[src/rtl/accumulator_unit_pkg.sv]
// -----------------------------------------------------------------------------
// accumulator_unit_pkg
//
// Shared definitions for the SAP-1 accumulator/B-register unit:
//   - WIDTH_DEFAULT : default datapath width of A, B, the result and the W-bus
//   - state_t       : controller FSM encoding (IDLE, EXEC, WB)
//   - op_t          : arithmetic operation select (OP_ADD, OP_SUB)
// -----------------------------------------------------------------------------
package accumulator_unit_pkg;

    localparam int WIDTH_DEFAULT = 8;

    typedef enum logic [1:0] {
        IDLE = 2'd0,
        EXEC = 2'd1,
        WB   = 2'd2
    } state_t;

    typedef enum logic {
        OP_ADD = 1'b0,
        OP_SUB = 1'b1
    } op_t;

endpackage : accumulator_unit_pkg

[src/rtl/accumulator_unit_addsub.sv]
// -----------------------------------------------------------------------------
// adder_subtracter
//
// Purely combinational two's-complement adder-subtracter.
//   a, b  : operands (WIDTH bits)
//   sub   : 0 -> s = a + b, 1 -> s = a + ~b + 1 (i.e. a - b)
//   s     : result, modulo 2^WIDTH
//   carry : carry out of the MSB; for subtract, 1 means no borrow (a >= b)
// -----------------------------------------------------------------------------
module adder_subtracter #(
    parameter int WIDTH = 8
) (
    input  logic [WIDTH-1:0] a,
    input  logic [WIDTH-1:0] b,
    input  logic             sub,
    output logic [WIDTH-1:0] s,
    output logic             carry
);

    logic [WIDTH-1:0] b_op;
    logic [WIDTH:0]   full_sum;

    // Subtract is done as a + ~b + 1: invert b and feed sub in as the carry-in.
    assign b_op     = sub ? ~b : b;
    assign full_sum = {1'b0, a} + {1'b0, b_op} + {{WIDTH{1'b0}}, sub};
    assign s        = full_sum[WIDTH-1:0];
    assign carry    = full_sum[WIDTH];

endmodule : adder_subtracter

[src/rtl/accumulator_unit.sv]
// -----------------------------------------------------------------------------
// accumulator_unit
//
// Operand-supply and result-capture side of the SAP-1 adder-subtracter.
// Holds the A (accumulator) and B registers, runs one handshaked add/subtract
// per start request, writes the result back into A and keeps status flags.
//
// Ports:
//   clk, rst     : clock and synchronous active-high reset
//   bus_in       : W-bus value for register loads
//   la, lb       : load A / load B from bus_in (honoured in IDLE only)
//   start, su    : request an operation; su selects add (0) or subtract (1)
//   ea           : drive A onto the bus (combinational, legal in any state)
//   bus_out      : A when ea=1, else 0
//   bus_oe       : bus-driver enable, equals ea
//   a_q, b_q     : current A and B register contents
//   busy         : high while in EXEC or WB
//   done         : one-cycle pulse in the cycle after A is written back
//   carry_flag   : carry out of the last operation (subtract: 1 = no borrow)
//   zero_flag    : last result was zero
//   neg_flag     : MSB of the last result
//   ovf_flag     : signed overflow of the last operation
//
// Handshake: start is a single-cycle request sampled only in IDLE (busy=0).
// Sampled at edge k, the operation reads A/B at edge k+1, writes A and the
// flags at edge k+2, and done is high for exactly the cycle after edge k+2.
// While busy=1, start, la and lb are ignored. A new start can be taken at
// edge k+3, the same cycle done is high.
// -----------------------------------------------------------------------------
module accumulator_unit
    import accumulator_unit_pkg::*;
#(
    parameter int WIDTH = WIDTH_DEFAULT
) (
    input  logic             clk,
    input  logic             rst,
    input  logic [WIDTH-1:0] bus_in,
    input  logic             la,
    input  logic             lb,
    input  logic             start,
    input  logic             su,
    input  logic             ea,
    output logic [WIDTH-1:0] bus_out,
    output logic             bus_oe,
    output logic [WIDTH-1:0] a_q,
    output logic [WIDTH-1:0] b_q,
    output logic             busy,
    output logic             done,
    output logic             carry_flag,
    output logic             zero_flag,
    output logic             neg_flag,
    output logic             ovf_flag
);

    localparam int MSB = WIDTH - 1;

    state_t           state;
    op_t              op_r;
    logic [WIDTH-1:0] a_r;
    logic [WIDTH-1:0] b_r;
    logic [WIDTH-1:0] result_r;
    logic             carry_r;
    logic             ovf_r;
    logic             done_r;
    logic             carry_r_flag;
    logic             zero_r_flag;
    logic             neg_r_flag;
    logic             ovf_r_flag;

    logic [WIDTH-1:0] sum;
    logic             sum_carry;
    logic             b_op_msb;
    logic             ovf_now;

    adder_subtracter #(
        .WIDTH (WIDTH)
    ) u_addsub (
        .a     (a_r),
        .b     (b_r),
        .sub   (op_r == OP_SUB),
        .s     (sum),
        .carry (sum_carry)
    );

    // Signed overflow: operands (B inverted for subtract) agree in sign and
    // the result sign differs from them.
    assign b_op_msb = (op_r == OP_SUB) ? ~b_r[MSB] : b_r[MSB];
    assign ovf_now  = (a_r[MSB] == b_op_msb) && (sum[MSB] != a_r[MSB]);

    always_ff @(posedge clk) begin
        if (rst) begin
            state        <= IDLE;
            op_r         <= OP_ADD;
            a_r          <= '0;
            b_r          <= '0;
            result_r     <= '0;
            carry_r      <= 1'b0;
            ovf_r        <= 1'b0;
            done_r       <= 1'b0;
            carry_r_flag <= 1'b0;
            zero_r_flag  <= 1'b0;
            neg_r_flag   <= 1'b0;
            ovf_r_flag   <= 1'b0;
        end else begin
            done_r <= 1'b0;
            case (state)
                IDLE: begin
                    if (la) a_r <= bus_in;
                    if (lb) b_r <= bus_in;
                    if (start) begin
                        op_r  <= su ? OP_SUB : OP_ADD;
                        state <= EXEC;
                    end
                end
                EXEC: begin
                    // Operands are read here, so loads made together with
                    // start are already visible to the operation.
                    result_r <= sum;
                    carry_r  <= sum_carry;
                    ovf_r    <= ovf_now;
                    state    <= WB;
                end
                WB: begin
                    a_r          <= result_r;
                    carry_r_flag <= carry_r;
                    zero_r_flag  <= (result_r == '0);
                    neg_r_flag   <= result_r[MSB];
                    ovf_r_flag   <= ovf_r;
                    done_r       <= 1'b1;
                    state        <= IDLE;
                end
                default: begin
                    state <= IDLE;
                end
            endcase
        end
    end

    assign busy       = (state == EXEC) || (state == WB);
    assign done       = done_r;
    assign a_q        = a_r;
    assign b_q        = b_r;
    assign carry_flag = carry_r_flag;
    assign zero_flag  = zero_r_flag;
    assign neg_flag   = neg_r_flag;
    assign ovf_flag   = ovf_r_flag;

    // Bus drive has no register stage: A appears on the bus in the same cycle
    // ea is raised, including mid-operation (pre-writeback value).
    assign bus_oe  = ea;
    assign bus_out = ea ? a_r : '0;

endmodule : accumulator_unit

[config.mk]
export PLATFORM = sky130hd
export DESIGN_NAME = accumulator_unit
export DESIGN_NICKNAME = d
export VERILOG_FILES = /design/src/rtl/accumulator_unit_pkg.sv /design/src/rtl/accumulator_unit_addsub.sv /design/src/rtl/accumulator_unit.sv
export SDC_FILE = /design/constraint.sdc
export NUM_CORES = 1
export LEC_CHECK = 0
export CAP_MARGIN = 20
export CORE_MARGIN = 4
export CORE_UTILIZATION = 49
export DETAILED_ROUTE_END_ITERATION = 7
export GPL_ROUTABILITY_DRIVEN = 0
export PLACE_DENSITY = 0.79
export SYNTH_ARGS = -nofsm -noshare
export SYNTH_HDL_FRONTEND = slang
export SYNTH_SLANG_ARGS = --single-unit
[constraint.sdc]
create_clock -name clk -period 2.4 [get_ports clk]
set_input_delay 0.24 -clock clk [delete_from_list [all_inputs] [get_ports clk]]
set_output_delay 0.24 -clock clk [all_outputs]
set_load 0.02 [all_outputs]
==> results of run 1 <==
worst max-delay path, stage by stage, from the launching register on:
cell and delay (ps):
dfxtp_1 510, xor2_1 260, inv_1 90, fa_1 440
nor2b_1 140, o21a_1 160, o211ai_1 110, a2111o_1 420
nand3_1 80
power by group through the flow:
| stage | registers (W) | logic (W) | clock network [W] |
|---|---|---|---|
| after global routing | 0.000669 | 0.000513 | 0.000418 |
| after detailed placement | 0.000675 | 0.000465 | 0 |
| after global placement | 0.000674 | 0.000458 | 0 |
| after CTS | 0.000663 | 0.000467 | 0.000395 |
| final | 0.000663 | 0.000467 | 0.000392 |
| after floorplan | 0.000693 | 0.000276 | 0 |
cell usage in the layout (no fill, tap or decap), types with 3 or more instances in the layout:
cell type and n:
clkdlybuf4s50_1 45, dfxtp_1 34, nor2_1 17, nand3_1 15, nand2_1 15, mux2i_1 14
a21oi_1 13, ha_1 11, a211oi_1 10, inv_1 8, and2_1 8, xor2_1 7
buf_4 6, clkbuf_8 5, nand2b_1 4, nor4_1 4, and3_1 3, o21a_1 3
xnor2_1 3
metal layers:
metal / global-route usage (%) / up-vias / part of all wire, %
met5: 0 / - / 0
li1: - / 821 / -
met3: 4.78 / 7 / 6.1
met4: 5.42 / 0 / 1.2
met2: 30.6 / 56 / 47
met1: 24.7 / 764 / 46
area by class of cell:
class / instances / area, sq um
multi-input combinational: 153 / 1090
tap: 48 / 60.1
clock buffer: 7 / 76.3
sequential: 34 / 681
timing repair buffer: 51 / 495
fill: 320 / 1230
inverter: 8 / 30.0
state kept, by name (all words and copies together) (netlist names), 2 cells and up:
| name | flops |
|---|---|
| a_q | 8 |
| state | 2 |
| result_r | 8 |
| b_q | 8 |
stage by stage:
step	instance area [sq um]	cells	total power (W)	hold slack [ps]
CTS	2430	301	0.00152	484
global placement	2350	294	0.00113	463
global route	2430	301	0.00160	506
detailed placement	2350	294	0.00114	470
finish	2430	301	0.00152	483
floorplan	1860	207	0.000970	378
cells by family (layout without fill, tap and decap cells):
logic type / Yosys count / after routing / share of synthesized area (%)
buf+inv: 20 / 66 / 4.84
compound gates: 39 / 39 / 15.7
simple gates: 76 / 76 / 20.8
mux: 16 / 16 / 8.88
xor+xnor: 10 / 10 / 4.71
fa+ha+maj: 12 / 12 / 8.48
flops: 34 / 34 / 36.6
worst paths after layout:
check	startpoint	to	slack, ps	cells after the start
hold / removal	zero_flag$_SDFFE_PP0P_	zero_flag$_SDFFE_PP0P_	480	2
setup reg to reg	op_r$_SDFFE_PP0P_	result_r[6]$_SDFFE_PP0N_	130	8
setup / recovery	op_r$_SDFFE_PP0P_	result_r[6]$_SDFFE_PP0N_	130	8
hold reg to reg	zero_flag$_SDFFE_PP0P_	zero_flag$_SDFFE_PP0P_	480	2
==> out/summary.txt, run 1 <==
POWER AND IR DROP
-----------------------------------------------------------------------------------------
Leakage component of the power .............................................     0.955 nW
Net switching power ........................................................   0.000493 W
Worst VDD drop .............................................................   0.000402 V
Clk pwr share ..............................................................        25.7%
Sw Ratio ...................................................................        32.4%
Power per cell area ........................................................  626 mW/mm^2
Proportion of power drawn by flip-flops and latches ........................        43.6%
Comb power frac ............................................................        30.7%
Internal Pwr Total .........................................................    0.00103 W

TIMING
-----------------------------------------------------------------------------------------
Final Critical Period ......................................................      2270 ps
Slew at the pin closest to its max-slew limit ..............................       433 ps
Normalized max-slew margin .................................................        71.0%
Final clock skew ...........................................................      3.59 ps
Share of the clock period used by the worst path ...........................        94.4%
Highest clock rate .........................................................      441 MHz
Final-report max-slew violation count ......................................            0
Unrepaired setup endpoints after global routing ............................           no
Final hold violation count .................................................            0
Slack of the critical path .................................................       134 ps
Final Setup Violations .....................................................            0
Setup TNS Final ............................................................         0 ps

CTS
-----------------------------------------------------------------------------------------
Number of buffers created by CTS ...........................................            5
Number of buffers on the longest clock path ................................            2
Clock tree sinks ...........................................................           34
Clk slew on worst S/H paths ................................................        60 ps
H-tree depth reported by CTS ...............................................            2
Total of cells resized after clock tree synthesis ..........................            0
Cts-stage hold buffer count ................................................            0
TritonCTS clock tree .......................................................        built
Clk root buf ...............................................................     clkbuf_8
Number of buffers inserted to repair setup after CTS .......................            0
Worst-skew pair later-pin latency ..........................................       280 ps

SYNTH
-----------------------------------------------------------------------------------------
Top-count cell post-synth ..................................................      dfxtp_1
Share of the synthesized area in the top cell type .........................        36.6%
Cell area after technology mapping ......................................... 0.00186 sq mm
Number of warnings reported in the yosys synthesis log .....................            0
Gate Count Post-Synth ......................................................          207
Post-synth net total .......................................................          234
Sequential element share of the synthesized area ...........................        36.6%
Top FF cell, synth .........................................................      dfxtp_1
Proportion of register bits with asynchronous set or reset after synthesis .           0%
Count of state elements after synthesis ....................................           34
Number of flops mapped to enable cells by yosys ............................            0
Synth top area cells ....................................................... dfxtp_1, mux2i_1, ha_1, a211oi_1, nand3_1
Synthesized area divided by synthesized cell count .........................   8.98 sq um
Post-synth cell types ......................................................           45
Cell taking the most area after synthesis ..................................      dfxtp_1
Most frequent cells after synthesis ........................................ dfxtp_1, nor2_1, nand2_1, nand3_1, mux2i_1

DETAILED ROUTING
-----------------------------------------------------------------------------------------
Number of optimization iterations in the first detailed-route pass .........            4
Count of unresolved DRC violations after routing ...........................            0
WL final ...................................................................      4.44 mm
Overall via count from detail_route ........................................        1,648
Post-DR wirelength/cell .................................................... 14.8 microns
Via-to-Cell Ratio ..........................................................         5.48
First-iteration detailed-routing DRC count .................................           91
Antenna-violating nets left ................................................            0

FLOORPLAN
-----------------------------------------------------------------------------------------
Total Die Area ............................................................. 0.00484 sq mm
Initial core utilization ...................................................        50.8%
Die height ................................................................. 69.6 microns
Horizontal die dimension ................................................... 69.6 microns
Number of top-level design ports ...........................................           46
Row Count ..................................................................           22
Core outline area .......................................................... 0.00366 sq mm

FLOW RUN
-----------------------------------------------------------------------------------------
Number of violations of the max-capacitance limit ..........................            0

FINISH
-----------------------------------------------------------------------------------------
End-of-flow core utilization ...............................................        66.4%
Share of post-route cells with drive strength above 1 ......................        6.72%
Layout area overhead .......................................................        30.8%
Net count reported at finish ...............................................          280
Antenna Diode Count ........................................................            0

CRITICAL PATH
-----------------------------------------------------------------------------------------
Required @ worst endpoint ..................................................      2620 ps
Element type at the critical path end ......................................    flip-flop
Worst EP arrival ...........................................................      2490 ps
Maximum fanout along the worst path ........................................            6
Setup crit start kind ......................................................    flip-flop
Crit path kind .............................................................      reg2reg

PLACE
-----------------------------------------------------------------------------------------
Count of buffers from port buffering .......................................           45
Detail Placement HPWL ......................................................      3.28 mm
Pre-CTS setup slack ........................................................       197 ps

GLOBAL ROUTE
-----------------------------------------------------------------------------------------
Gr usage total .............................................................        18.9%
Maximum number of pins on one net before global-route repair ...............           17
Via count of the first global-routing pass .................................        1,582
Global-route wire length before repair .....................................      7.51 mm
Initial antenna violation count ............................................            0
Grt ovf ....................................................................            0

HOLD PATH
-----------------------------------------------------------------------------------------
Kind of path behind the tightest hold check ................................      reg2reg

RUN STATUS
-----------------------------------------------------------------------------------------
Result of the run .......................................................... finished clean

No activity file was read; power rests on OpenSTA's default activity.
==> run 2: changes to the inputs <==
PLACE_DENSITY = 0.8   (was 0.79)
==> run 2 against run 1 <==
Compared with the run above:
- highest routed layer unchanged
- register-to-register slack improved by 70 ps
- maximum frequency increased by 3.1%
- cell area unchanged
==> out/summary.txt, run 2 (synthesis gave the netlist of run 1 again) <==
CRITICAL PATH
---------------------------------------------------------------------------------
Required @ worst endpoint ..........................................      2580 ps
Cell count of the worst reg-to-reg path ............................            7
R2R Path End ....................................................... ovf_r$_SDFFE_PP0N_
Maximum fanout along the worst path ................................            6
Element type at the critical path end ..............................    flip-flop
Setup crit start kind ..............................................    flip-flop
Reg-to-reg slack, setup ............................................       200 ps
Crit path kind .....................................................      reg2reg
Worst reg2reg path startpoint ...................................... op_r$_SDFFE_PP0P_
Worst EP arrival ...................................................      2380 ps

TIMING
---------------------------------------------------------------------------------
Final-report max-slew violation count ..............................            0
Normalized max-slew margin .........................................        74.5%
Share of the clock period used by the worst path ...................        91.6%
Slew at the pin closest to its max-slew limit ......................       382 ps
Final Setup Violations .............................................            0
Slack of the critical path .........................................       202 ps
Highest clock rate .................................................      455 MHz
Final hold violation count .........................................            0
Final Critical Period ..............................................      2200 ps
Unrepaired setup endpoints after global routing ....................           no
Final clock skew ...................................................      2.61 ps
Setup TNS Final ....................................................         0 ps

CTS
---------------------------------------------------------------------------------
H-tree depth reported by CTS .......................................            2
Clk slew on worst S/H paths ........................................        60 ps
Clk root buf .......................................................     clkbuf_8
Number of buffers on the longest clock path ........................            2
TritonCTS clock tree ...............................................        built
Worst-skew pair later-pin latency ..................................       290 ps
Number of buffers inserted to repair setup after CTS ...............            0
Total of cells resized after clock tree synthesis ..................            0
Clock tree sinks ...................................................           34
Cts-stage hold buffer count ........................................            0
Number of buffers created by CTS ...................................            5

PLACE
---------------------------------------------------------------------------------
Detail Placement HPWL ..............................................      3.34 mm
Pre-CTS setup slack ................................................       213 ps
Placed instance count ..............................................          294
Count of buffers from port buffering ...............................           45

GLOBAL ROUTE
---------------------------------------------------------------------------------
Met3 usage in global routing .......................................        2.90%
Met2 routing resource usage after global routing ...................        30.5%
Routing usage on met1 ..............................................        23.4%
Grt ovf ............................................................            0
Gr usage total .....................................................        18.4%
Initial antenna violation count ....................................            0
Global-route wire length before repair .............................      7.25 mm
Layer with the highest usage .......................................         met2
Maximum number of pins on one net before global-route repair .......           20
Via count of the first global-routing pass .........................        1,509

FLOORPLAN
---------------------------------------------------------------------------------
Horizontal die dimension ........................................... 69.6 microns
Die height ......................................................... 69.6 microns
Initial core utilization ...........................................        50.8%
Total Die Area ..................................................... 0.00484 sq mm
Core outline area .................................................. 0.00366 sq mm
Row Count ..........................................................           22
Number of top-level design ports ...................................           46

DETAILED ROUTING
---------------------------------------------------------------------------------
Antenna-violating nets left ........................................            0
Number of optimization iterations in the first detailed-route pass .            4
WL final ...........................................................      4.52 mm
Via-to-Cell Ratio ..................................................         5.54
Overall via count from detail_route ................................        1,668
Count of unresolved DRC violations after routing ...................            0
First-iteration detailed-routing DRC count .........................           97
Post-DR wirelength/cell ............................................ 15.0 microns

HOLD PATH
---------------------------------------------------------------------------------
Hold-critical path endpoint ........................................ zero_flag$_SDFFE_PP0P_
Worst Hold Launch .................................................. zero_flag$_SDFFE_PP0P_
Number of stages on the worst hold path ............................            2
Kind of path behind the tightest hold check ........................      reg2reg

FINISH
---------------------------------------------------------------------------------
Net count reported at finish .......................................          280
Number of cells in the finished layout apart from fillers ..........          301
End-of-flow core utilization .......................................        66.4%
Layout area overhead ...............................................        30.8%
Area of all sequential standard cells ..............................    681 sq um
Combined area of the multi-input logic cells ....................... 0.00109 sq mm
Share of post-route cells with drive strength above 1 ..............        6.72%
Leading cell type in the layout, fill and taps excluded ............ clkdlybuf4s50_1
Highest-count cells in the layout ignoring fill and taps ........... clkdlybuf4s50_1, dfxtp_1, nor2_1
Fill cells .........................................................          299
Antenna Diode Count ................................................            0

POWER AND IR DROP
---------------------------------------------------------------------------------
Worst VDD drop .....................................................   0.000457 V
Leakage component of the power .....................................     0.955 nW
Power per cell area ................................................  629 mW/mm^2
Total power ........................................................    0.00153 W

FLOW RUN
---------------------------------------------------------------------------------
Number of violations of the max-capacitance limit ..................            0

RUN STATUS
---------------------------------------------------------------------------------
Result of the run .................................................. finished clean

run 2: cell counts in the layout (fill, tap and decap cells not counted):
Identical to the previous run, type by type.
run 2: worst max-delay path: stages, from the launching register on:
cell and delay (ps):
dfxtp_1 500, buf_4 200, xor2_1 140, ha_1 330, and3_1 220, a221oi_4 300
nor4_1 80, a311o_1 310
run 2: through the flow:
step / hold WS, ps / area, sq um
floorplan: 378 / 1860
global placement: 464 / 2350
detailed placement: 466 / 2350
CTS: 480 / 2430
global route: 504 / 2430
finish: 473 / 2430
run 2: layout make-up:
| class | count | share of cell area [%] |
|---|---|---|
| multi-input combinational | 153 | 44.8 |
| inverter | 8 | 1.24 |
| sequential | 34 | 28.0 |
| tap | 48 | 2.47 |
| timing repair buffer | 51 | 20.4 |
| clock buffer | 7 | 3.14 |
run 2: worst max path at each step:
stage,startpoint,to,depth (start not counted),slack (ps)
floorplan,b_q[1]$_SDFFE_PP0P_,result_r[6]$_SDFFE_PP0N_,8,370
global placement,op_r$_SDFFE_PP0P_,ovf_r$_SDFFE_PP0N_,7,280
detailed placement,op_r$_SDFFE_PP0P_,ovf_r$_SDFFE_PP0N_,7,210
CTS,op_r$_SDFFE_PP0P_,ovf_r$_SDFFE_PP0N_,7,210
global route,op_r$_SDFFE_PP0P_,ovf_r$_SDFFE_PP0N_,7,70
finish,op_r$_SDFFE_PP0P_,ovf_r$_SDFFE_PP0N_,7,200
run 2: where the power goes:
| group | leakage, nW | internal [W] | switching [W] |
|---|---|---|---|
| Clock | 0.0383 | 0.000199 | 0.000199 |
| Combinational | 0.638 | 0.000217 | 0.000251 |
| Sequential | 0.279 | 0.000613 | 0.0000503 |
run 2: per-layer routing:
metal  vias to the layer above  routed length, microns
li1                        831                       -
met4                         0                      91
met2                        53                    2190
met3                        11                     268
met1                       773                    1970
met5                         -                       0
==> run 3: changes to the inputs <==
SLEW_MARGIN = 20   (was default)
==> results of run 3 <==
No change in the layout: final DEF, timing and power equal those of run 2.
